$ cat config.mk
export PLATFORM = sky130hd
export DESIGN_NAME = hazard_unit
export DESIGN_NICKNAME = d
export VERILOG_FILES = /design/src/rtl/hazard_unit.sv
export SDC_FILE = /design/constraint.sdc
export NUM_CORES = 1
export LEC_CHECK = 0
export CAP_MARGIN = 20
export CORE_MARGIN = 2
export CORE_UTILIZATION = 45
export DETAILED_ROUTE_END_ITERATION = 10
export GPL_ROUTABILITY_DRIVEN = 1
export HOLD_SLACK_MARGIN = 0.12
export PLACE_DENSITY = 0.78
export RECOVER_POWER = 50
export SYNTH_ARGS = -nofsm -noshare
export SYNTH_HDL_FRONTEND = slang
export SYNTH_SLANG_ARGS = --single-unit
export TNS_END_PERCENT = 100
$ cat constraint.sdc
create_clock -name clk -period 5.25 [get_ports clk]
set_clock_uncertainty 0.15 [all_clocks]
set_input_delay 1.05 -clock clk [delete_from_list [all_inputs] [get_ports clk]]
set_output_delay 1.05 -clock clk [all_outputs]
set_load 0.02 [all_outputs]
$ cat src/rtl/hazard_unit.sv
// Central pipeline sequencer: load-use bubble, taken-branch flush and multi-cycle MEM freeze.
// Stage controls are Mealy (state + live inputs); state, wait counter and stall counter are registered.
module hazard_unit #(
  parameter int unsigned MEM_TIMEOUT         = 255,
  parameter int unsigned CNT_WIDTH           = 16,
  parameter int unsigned REG_FILE_ADDR_WIDTH = 5
) (
  input  logic                           clk,
  input  logic                           rst_n,
  input  logic [REG_FILE_ADDR_WIDTH-1:0] id_reg_1_idx,
  input  logic [REG_FILE_ADDR_WIDTH-1:0] id_reg_2_idx,
  input  logic                           id_uses_reg_1,
  input  logic                           id_uses_reg_2,
  input  logic [REG_FILE_ADDR_WIDTH-1:0] ex_reg_dest_idx,
  input  logic                           ex_mem_read,
  input  logic                           ex_no_op,
  input  logic                           branch_taken,
  input  logic                           mem_stall_req,
  input  logic                           mem_ready,
  output logic                           pc_hold,
  output logic [1:0]                     if_id_hazard,
  output logic [1:0]                     id_ex_hazard,
  output logic [1:0]                     ex_mem_hazard,
  output logic [1:0]                     mem_wb_hazard,
  output logic                           mem_timeout,
  output logic [CNT_WIDTH-1:0]           stall_cycles
);

  localparam int unsigned HAZD_HOLD_BIT  = 0;
  localparam int unsigned HAZD_NO_OP_BIT = 1;
  localparam int unsigned WAIT_W         = (MEM_TIMEOUT < 1) ? 1 : $clog2(MEM_TIMEOUT + 1);
  localparam logic [1:0]  HZ_HOLD        = 2'(1 << HAZD_HOLD_BIT);
  localparam logic [1:0]  HZ_NO_OP       = 2'(1 << HAZD_NO_OP_BIT);

  typedef enum logic [1:0] {
    ST_RUN,
    ST_LOAD_USE,
    ST_FLUSH,
    ST_MEM_WAIT
  } state_e;

  state_e                state_q, state_d;
  logic [WAIT_W-1:0]     wait_q, wait_d;
  logic [CNT_WIDTH-1:0]  stall_cycles_q;
  logic                  load_use;

  // A load in EX whose destination feeds a live source of the instruction in ID.
  assign load_use = ex_mem_read & ~ex_no_op & (ex_reg_dest_idx != '0) &
                    ((id_uses_reg_1 & (id_reg_1_idx == ex_reg_dest_idx)) |
                     (id_uses_reg_2 & (id_reg_2_idx == ex_reg_dest_idx)));

  always_comb begin
    state_d       = state_q;
    wait_d        = wait_q;
    pc_hold       = 1'b0;
    if_id_hazard  = 2'b00;
    id_ex_hazard  = 2'b00;
    ex_mem_hazard = 2'b00;
    mem_wb_hazard = 2'b00;
    mem_timeout   = 1'b0;

    case (state_q)
      ST_MEM_WAIT: begin
        if (mem_ready) begin
          wait_d  = '0;
          state_d = ST_RUN;
        end else if (wait_q == WAIT_W'(MEM_TIMEOUT)) begin
          mem_timeout = 1'b1;
          wait_d      = '0;
          state_d     = ST_RUN;
        end else begin
          pc_hold       = 1'b1;
          if_id_hazard  = HZ_HOLD;
          id_ex_hazard  = HZ_HOLD;
          ex_mem_hazard = HZ_HOLD;
          mem_wb_hazard = HZ_NO_OP;
          wait_d        = wait_q + WAIT_W'(1);
        end
      end
      default: begin
        // RUN, FLUSH and LOAD_USE share the priority chain; FLUSH masks branch and load-use,
        // LOAD_USE masks only load-use.
        state_d = ST_RUN;
        if (mem_stall_req) begin
          if (!mem_ready) begin
            pc_hold       = 1'b1;
            if_id_hazard  = HZ_HOLD;
            id_ex_hazard  = HZ_HOLD;
            ex_mem_hazard = HZ_HOLD;
            mem_wb_hazard = HZ_NO_OP;
            wait_d        = WAIT_W'(1);
            state_d       = ST_MEM_WAIT;
          end
        end else if (branch_taken && (state_q != ST_FLUSH)) begin
          if_id_hazard = HZ_NO_OP;
          id_ex_hazard = HZ_NO_OP;
          state_d      = ST_FLUSH;
        end else if (load_use && (state_q == ST_RUN)) begin
          pc_hold      = 1'b1;
          if_id_hazard = HZ_HOLD;
          id_ex_hazard = HZ_HOLD | HZ_NO_OP;
          state_d      = ST_LOAD_USE;
        end
      end
    endcase

    if (!rst_n) begin
      pc_hold       = 1'b0;
      if_id_hazard  = HZ_NO_OP;
      id_ex_hazard  = HZ_NO_OP;
      ex_mem_hazard = HZ_NO_OP;
      mem_wb_hazard = HZ_NO_OP;
      mem_timeout   = 1'b0;
    end
  end

  always_ff @(posedge clk) begin
    if (!rst_n) begin
      state_q        <= ST_RUN;
      wait_q         <= '0;
      stall_cycles_q <= '0;
    end else begin
      state_q <= state_d;
      wait_q  <= wait_d;
      if (pc_hold && (stall_cycles_q != '1)) begin
        stall_cycles_q <= stall_cycles_q + CNT_WIDTH'(1);
      end
    end
  end

  assign stall_cycles = stall_cycles_q;

endmodule

Yosys cells after proc, flatten, opt, wreduce, memory -nomap -nowiden. Cells that the tools add are included.

Bitwise logic cells: 7. Equality and inequality tests: 8. Add/subtract/negate cells: 2. Reductions and logical operators: 7. Mux-type cells: 44.

Operators by type and width (number): $mux W2 (22); $mux W8 (5); $mux W1 (17); $add A16 B1 Y16 const B (1); $ne A16 B16 Y1 const B (1); $eq A5 B5 Y1 (2); $add A8 B1 Y8 const B (1); $eq A8 B8 Y1 const B (1); $and A1 B1 Y1 (5); $reduce_bool A5 Y1 (1); $logic_and A1 B1 Y1 (3); $ne A3 B3 Y1 const B (1); $eq A2 B2 Y1 const B (1); $logic_not A2 Y1 (1); $ne A2 B1 Y1 const B (1); $ne A2 B2 Y1 const B (1); $reduce_and A2 Y1 (1); $reduce_bool A2 Y1 (1); $not A1 Y1 (1); $or A1 B1 Y1 (1).

Register bits: 26. Output and inout port bits: 26.

Logic depth before layout (Yosys ltp). Gate-level depths: netlist of the first run.

Word-level depth: 11. Gate-level depth with buffers: 8.

Worst setup path after synthesis of the first run. Ideal clock, no wire load.

Kind: input-to-output. Start: input ex_reg_dest_idx[3]. End: output id_ex_hazard[0]. Slack: 1456 ps. Arrival time: 2594 ps. Cell stages on the path: 8. Cell sequence: or4_1 -> o211ai_1 -> a21oi_1 -> a21oi_4 -> buf_6 -> buf_6 -> nor2_1 -> buf_4.

Word-level cells in the longest chain between the ends: 10. Elaborated cells between the ends (all ways): 14. Classes of those cells: 2 x eq/ne; 5 x mux; 5 x bitwise; 2 x reduce/logical.

Ends and longest elaborated chain: start, declared (line 14) `input logic [REG_FILE_ADDR_WIDTH-1:0] ex_reg_dest_idx,`; $eq A5 B5 Y1, on equally long branches (line 49, 50); $and A1 B1 Y1, on equally long branches (line 49, 50); $or A1 B1 Y1 (line 49) `((id_uses_reg_1 & (id_reg_1_idx == ex_reg_dest_idx)) |`; $and A1 B1 Y1 * (line 48) `assign load_use = ex_mem_read & ~ex_no_op & (ex_reg_dest_idx != '0) &`; $logic_and A1 B1 Y1 * (line 98) `end else if (load_use && (state_q == ST_RUN)) begin`; $mux W2 * (line 98); $mux W2 * (line 94) `end else if (branch_taken && (state_q != ST_FLUSH)) begin`; $mux W2 * (line 84) `if (mem_stall_req) begin`; $mux W2 * (line 62) `case (state_q)`; $mux W2 * (line 107) `if (!rst_n) begin`; end, declared (line 22) `output logic [1:0] id_ex_hazard,`.

Every way passes the cells marked *; elsewhere a longest branch is shown, timed or not.

Final worst setup path of the first run.
Start: input rst_n. End: output ex_mem_hazard[1].

Word-level cells in the longest chain between the ends: 1.

Ends and longest elaborated chain: start, declared (line 9) `input logic rst_n,`; $mux W2 (line 107); end, declared (line 23) `output logic [1:0] ex_mem_hazard,`.

No other way between the ends.

==> metrics.md, run 1 <==
| Metric | Value |
|---|---|
| Status | complete, no violations |
| Leakage power figure | 0.0007455 uW |
| Final WL | roughly 3600 um |
| Top_reg_cell synth | dfxtp_1 |
| Reg2reg setup slack | 2850 ps |
| # resized after CTS | 0 |
| Clk slew on worst S/H paths | roughly 160 ps |
| Fin. max-slew vios | 0 |
| Detailed-router iteration count before antenna repair | 4 |
| Chip width | 63.21 um |
| Most frequent cell after synthesis | dfxtp_1 |
| # diodes | 0 |
| Area leader, netlist | dfxtp_1 |
| Overall global routing resource usage | 18.69% |
| Num rows | 21 |
| Worst Tran Pin Value | 929.1 ps |
| Final setup violation count | 0 |
| CTS root buf | clkbuf_4 |
| Die Area | 3996 sq um |
| Vias post-DR | between 1500 and 2000 |
| Power share of the clock group | between 30% and 40% |
| Worst slew margin | 38.06% |
| EDFF count, synth | 0 |
| Min-delay worst type | reg -> reg |
| Setup crit end | ex_mem_hazard[1] |
| Average wire per standard cell | 12.94 um |
| Critical path's slowest cell | clkdlybuf4s50_1 |
| Asr flop ratio synth | 0% |
| Crit path launch type | primary input |
| CP Capture Type | output port |
| Clock period minus worst slack | 4629 ps |
| Worst flop-to-flop path endpoint | stall_cycles[15]$_SDFFE_PN0P_ |
| RSZ-0062 raised after global routing | false |
| DRT antenna net count | 0 |
| Ys Warns | 0 |
| Sw power | 101.1 uW |
| Crit path buf inv count | 4 |
| Final setup TNS | 0 ps |
| Syn Inst Count | approximately 190 |
| Post-synthesis net count | 212 |
| Post-route cell area | 2090 sq um |
| Stages on worst setup path | 4 |
| Largest net degree at the start of global routing | 34 |
| H-tree lvl count | 1 |
| Origin of the worst setup path | rst_n |
| PD cells | 197.8 nW/um^2 |
| TritonCTS Buffers | 3 |
| Final period util | 88.17% |
| Postcts setup bufs | 0 |
| Crit-path cells | dlygate4sd3_1 -> clkinvlp_2 -> clkbuf_1 -> clkdlybuf4s50_1 |
| Post-Place Worst Slack | around 860 ps |
| Worst path max stage delay | 760 ps |
| Fillers | 341 |
| Max-Cap Viols | 0 |
| Share of layout cells above drive strength 1 | 7.424% |
| DRC violations left | 0 |
| Syn-to-layout area delta | 32.43% |
| Nets | between 200 and 300 |
| VDD IR max | 0.1642 mV |
| Part of the power in registers | 49.1% |
| CTS tree | yes |
| P_int | 312.2 uW |
| Cts-stage hold buffer count | 0 |
| CP arrival | about 3400 ps |
| Number of I/O port buffers | 48 |
| Starting density of the core | between 40 and 50% |
| Crit Path Class | in -> out |
| # IOs | 50 |
| Sw Share | 24.47% |
| R2R Path Start | wait_q[0]$_SDFFE_PN0P_ |
| Netlist cell types | 50 |
| Top post-synthesis cells by count | dfxtp_1 (26), nor2_1 (17), a21oi_1 (12), nand2_1 (12), xnor2_1 (10) |
| Clock buffer depth | 2 |
| FF+latch count, synth | 26 |
| Yosys top cell area share | 32.99% |
| GR Overflow Total | 0 |
| # clock sinks | 26 |
| DP Area | around 2000 sq um |
| CP delay by family, top | buffers and inverters |
| Drt initial violations | 95 |
| First-pass GRT wire length | 6113 um |
| Post-synthesis cell area | 1578 sq um |
| CP Data Required Time | 4050 ps |
| Crit Path Max Fanout | 18 |
| Vias in the first global route | between 1000 and 1500 |
| Post-synthesis sequential area ratio | approximately a third |
| Final hold vios | 0 |
| Worst reg2reg path depth | 7 |
| Clk_lat worst skew | 340 ps |
| Initial antenna violation count | 0 |
| Largest cells by area after synthesis | dfxtp_1 (33%), xnor2_1 (5.6%), o31ai_1 (4.3%), nor2_1 (4.0%), a21oi_1 (3.8%) |
| DP Wirelength | 2715 um |
| DR vias/cell | 5.545 |
| Combinational Power Share | 16.8% |
| Worst setup margin | 620.8 ps |
| Floorplan Core Area | 3363 sq um |
| Die Ht | 63.21 um |
| Final Wtd Congestion | 0.8722 |
| Fmax | about 0.22 GHz |
| Post-Syn Area per Cell | 8.483 sq um |
-- kinds of logic (layout without fill, tap and decap cells) --
logic type | count (synthesis) | in the layout | share of synthesized area [%]
simple gates | 75 | 75 | 26.81
other cells | 1 | 1 | 0.2377
buf+inv | 14 | 57 | 6.502
flops | 26 | 26 | 32.99
compound gates | 56 | 56 | 25.22
xor+xnor | 12 | 12 | 6.661
fa+ha+maj | 2 | 2 | 1.586
-- registers in the layout (all words and copies together) (netlist names) --
signal	cells
stall_cycles	16
wait_q	8
state_q	2
-- cell usage in the layout (no fill, tap or decap), types with 2 or more instances in the layout --
master,synthesis,routed
clkdlybuf4s50_1,0,31
dfxtp_1,26,26
nor2_1,17,17
dlygate4sd3_1,0,17
nand2_1,12,12
a21oi_1,12,12
xnor2_1,10,10
o31ai_1,9,9
nand4_1,7,7
o211ai_1,7,7
nand3_1,7,7
o21ai_1,6,6
or4_1,5,5
and3_1,5,5
or3_1,4,4
nor4_1,3,3
o21a_1,3,3
o21ai_0,3,3
a22oi_1,3,3
clkbuf_4,0,3
nand4_2,2,2
inv_1,2,2
a311oi_1,2,2
xor2_1,2,2
o31a_1,2,2
ha_1,2,2
-- per-stage QoR --
step	power (uW)	hold WS, ps	util, %	instances
floorplan	246.5	306.8	-	186
global placement	276.1	334.6	60.68	271
detailed placement	277.1	336.5	60.68	271
CTS	416.0	359.0	62.24	275
global route	429.6	394.1	62.13	275
finish	413.3	359.3	62.13	275
-- worst min-delay path, stage by stage (launching register included) --
cell and delay, ps:
dfxtp_1 360, o31ai_1 70, a21oi_1 60
-- worst min path at each step --
stage | cells after the start | start | endpoint
5_1_grt | 2 | stall_cycles[13]$_SDFFE_PN0P_ | stall_cycles[13]$_SDFFE_PN0P_
3_3_place_gp | 1 | wait_q[0]$_SDFFE_PN0P_ | wait_q[0]$_SDFFE_PN0P_
3_5_place_dp | 1 | wait_q[0]$_SDFFE_PN0P_ | wait_q[0]$_SDFFE_PN0P_
4_1_cts | 1 | wait_q[0]$_SDFFE_PN0P_ | wait_q[0]$_SDFFE_PN0P_
2_1_floorplan | 1 | wait_q[0]$_SDFFE_PN0P_ | wait_q[0]$_SDFFE_PN0P_
6_report | 2 | stall_cycles[15]$_SDFFE_PN0P_ | stall_cycles[15]$_SDFFE_PN0P_
-- area by class of cell --
type | count | area, sq um | area share, %
Clock buffer | 3 | 22.52 | 1.078
Clock inverter | 1 | 30.03 | 1.437
Inverter | 3 | 12.51 | 0.5988
Multi-Input combinational cell | 146 | 954.7 | 45.69
Sequential cell | 26 | 520.5 | 24.91
Tap cell | 46 | 57.56 | 2.754
Timing Repair Buffer | 50 | 491.7 | 23.53
-- metal layers --
| metal | global-route usage (%) | vias to the layer above | wire length [um] |
|---|---|---|---|
| li1 | - | 788 | - |
| met1 | 23.30 | 701 | 1655 |
| met2 | 33.24 | 29 | 1727 |
| met3 | 3.393 | 7 | 133 |
| met4 | 4.620 | 0 | 42 |
| met5 | 0 | - | 0 |
-- power by group through the flow --
stage	registers [uW]	logic [uW]	clock network [uW]
floorplan	208	38.9	0
global placement	207	69.3	0
detailed placement	207	70.2	0
CTS	203	70.4	143
global route	203	75.0	151
finish	203	69.2	141
Note: power is estimated with default switching activity, not from simulation.
==> run 2: changes to the inputs <==
Settings changed: DONT_BUFFER_PORTS set to 1, PLACE_DENSITY 0.78 to unset, SKIP_LAST_GASP set to 1.
==> run 2 against run 1 <==
  * Utilization fell by 15 points
  * Worst setup slack improved by 330 ps
  * Cell count fell by 18%
  * Die area did not move
  * Via count fell by 10%
  * Non-clock buffer count fell by 49
  * Wire length fell by 2.8%
  * Clock power fell by 28%
  * Critical path type unchanged
==> metrics.md, run 2 (same netlist as run 1, synthesis figures left out) <==
| Metric | Value |
|---|---|
| DP Wirelength | 2533 um |
| VDD IR max | 0.08757 mV |
| Crit path launch type | primary input |
| Most frequent cells in the layout | dfxtp_1 (26), nor2_1 (17), nand2_1 (12), a21oi_1 (12), xnor2_1 (10) |
| Overall power | around 340 uW |
| Overall global routing resource usage | 17.84% |
| Worst setup margin | 949.7 ps |
| Status | complete, no violations |
| CTS root buf | clkbuf_4 |
| Num rows | 21 |
| Crit Path Max Fanout | 19 |
| Average wire per standard cell | 15.31 um |
| Reg2reg setup slack | 2730 ps |
| Clk slew on worst S/H paths | 140 ps |
| Postcts setup bufs | 0 |
| DR vias/cell | 6.066 |
| Worst Tran Pin Value | ~1000 ps |
| # IOs | 50 |
| Sw Share | between 20 and 30% |
| Floorplan Core Area | 3363 sq um |
| Nets | 207 |
| Drt initial violations | 69 |
| PD cells | 217.6 nW/um^2 |
| Clock buffer depth | 2 |
| Part of the power in registers | 59.3% |
| Power share of the clock group | 29.6% |
| Largest net degree at the start of global routing | 35 |
| Final WL | 3461 um |
| Commonest non-fill, non-tap cell in the layout | dfxtp_1 |
| Post-Place Worst Slack | around 1200 ps |
| Starting density of the core | 46.91% |
| Final period util | 81.91% |
| CP Data Required Time | 4050 ps |
| # diodes | 0 |
| Share of layout cells above drive strength 1 | a little under 9% |
| Leakage power figure | 0.0004932 uW |
| Crit Path Class | in -> out |
| RSZ-0062 raised after global routing | false |
| Detailed-router iteration count before antenna repair | 4 |
| Final setup violation count | 0 |
| Fin. max-slew vios | 0 |
| Final hold vios | 0 |
| P_int | 255.9 uW |
| Cts-stage hold buffer count | 0 |
| Sw power | 88.49 uW |
| Min-delay worst type | reg -> reg |
| CTS tree | yes |
| Fillers | 369 |
| Max-Cap Viols | 0 |
| Max reg flops | 16 |
| Combinational Power Share | roughly 11% |
| Fmax | about 0.23 GHz |
| CP arrival | 3100 ps |
| H-tree lvl count | 1 |
| Chip width | 63.21 um |
| DRT antenna net count | 0 |
| Number of I/O port buffers | 0 |
| DRC violations left | 0 |
| TritonCTS Buffers | 3 |
| Die Ht | 63.21 um |
| First-pass GRT wire length | ~5900 um |
| Final setup TNS | 0 ps |
| # resized after CTS | 0 |
| Clock period minus worst slack | 4300 ps |
| # clock sinks | 26 |
| Final Wtd Congestion | 0.7859 |
| Worst slew margin | between 20% and 30% |
| Clk_lat worst skew | 320 ps |
| Vias in the first global route | 1270 |
| Syn-to-layout area delta | 0.3173% |
| Initial antenna violation count | 0 |
| CP Capture Type | output port |
| Vias post-DR | 1371 |
| GR Overflow Total | 0 |
| Die Area | 3996 sq um |
run 2: cell types whose count changed in the layout (fill, tap and decap cells not counted), sizes merged:
cell	delta
dlygate4sd3	-17
bufinv	-1
clkdlybuf4s50	-31
run 2: per-layer routing:
layer  wire (um)  up-vias  track usage (%)
met5           0        -                0
li1            -      688                -
met4          44        0            5.978
met2        1656       40            29.79
met1        1577      637            22.54
met3         183        6            4.286
run 2: layout make-up:
type                       count  area (sq um)  area share [%]
tap                           46         57.56           3.636
inverter                       3         12.51          0.7905
timing repair buffer           1         7.507          0.4743
sequential                    26         520.5           32.89
multi-input combinational    146         948.4           59.92
clock buffer                   4         36.28           2.292
run 2: final timing paths:
check,start,endpoint,cells after the start
max,rst_n,if_id_hazard[0],3
min,wait_q[0]$_SDFFE_PN0P_,wait_q[0]$_SDFFE_PN0P_,1
max reg2reg,wait_q[0]$_SDFFE_PN0P_,stall_cycles[15]$_SDFFE_PN0P_,7
min reg2reg,wait_q[0]$_SDFFE_PN0P_,wait_q[0]$_SDFFE_PN0P_,1
run 2: power groups by stage:
| stage | clock network, uW | logic, uW | registers, uW |
|---|---|---|---|
| after floorplan | 0 | 38.9 | 208 |
| after global placement | 0 | 37.4 | 208 |
| after detailed placement | 0 | 38.2 | 208 |
| after CTS | 108 | 38.3 | 204 |
| after global routing | 114 | 41.9 | 205 |
| final | 102 | 38.2 | 204 |
run 2: critical path, cell delays in order:
cell and delay [ps]:
clkinvlp_2 710, a21o_1 510, nor2_1 830
run 2: through the flow:
step,std cells,cell area [sq um],hold WS [ps],util [%]
floorplan,186,1578,306.8,-
global placement,222,1553,337.7,46.17
detailed placement,222,1553,345.6,46.17
CTS,226,1589,369.1,47.25
global route,226,1583,390.0,47.06
finish,226,1583,368.5,47.06
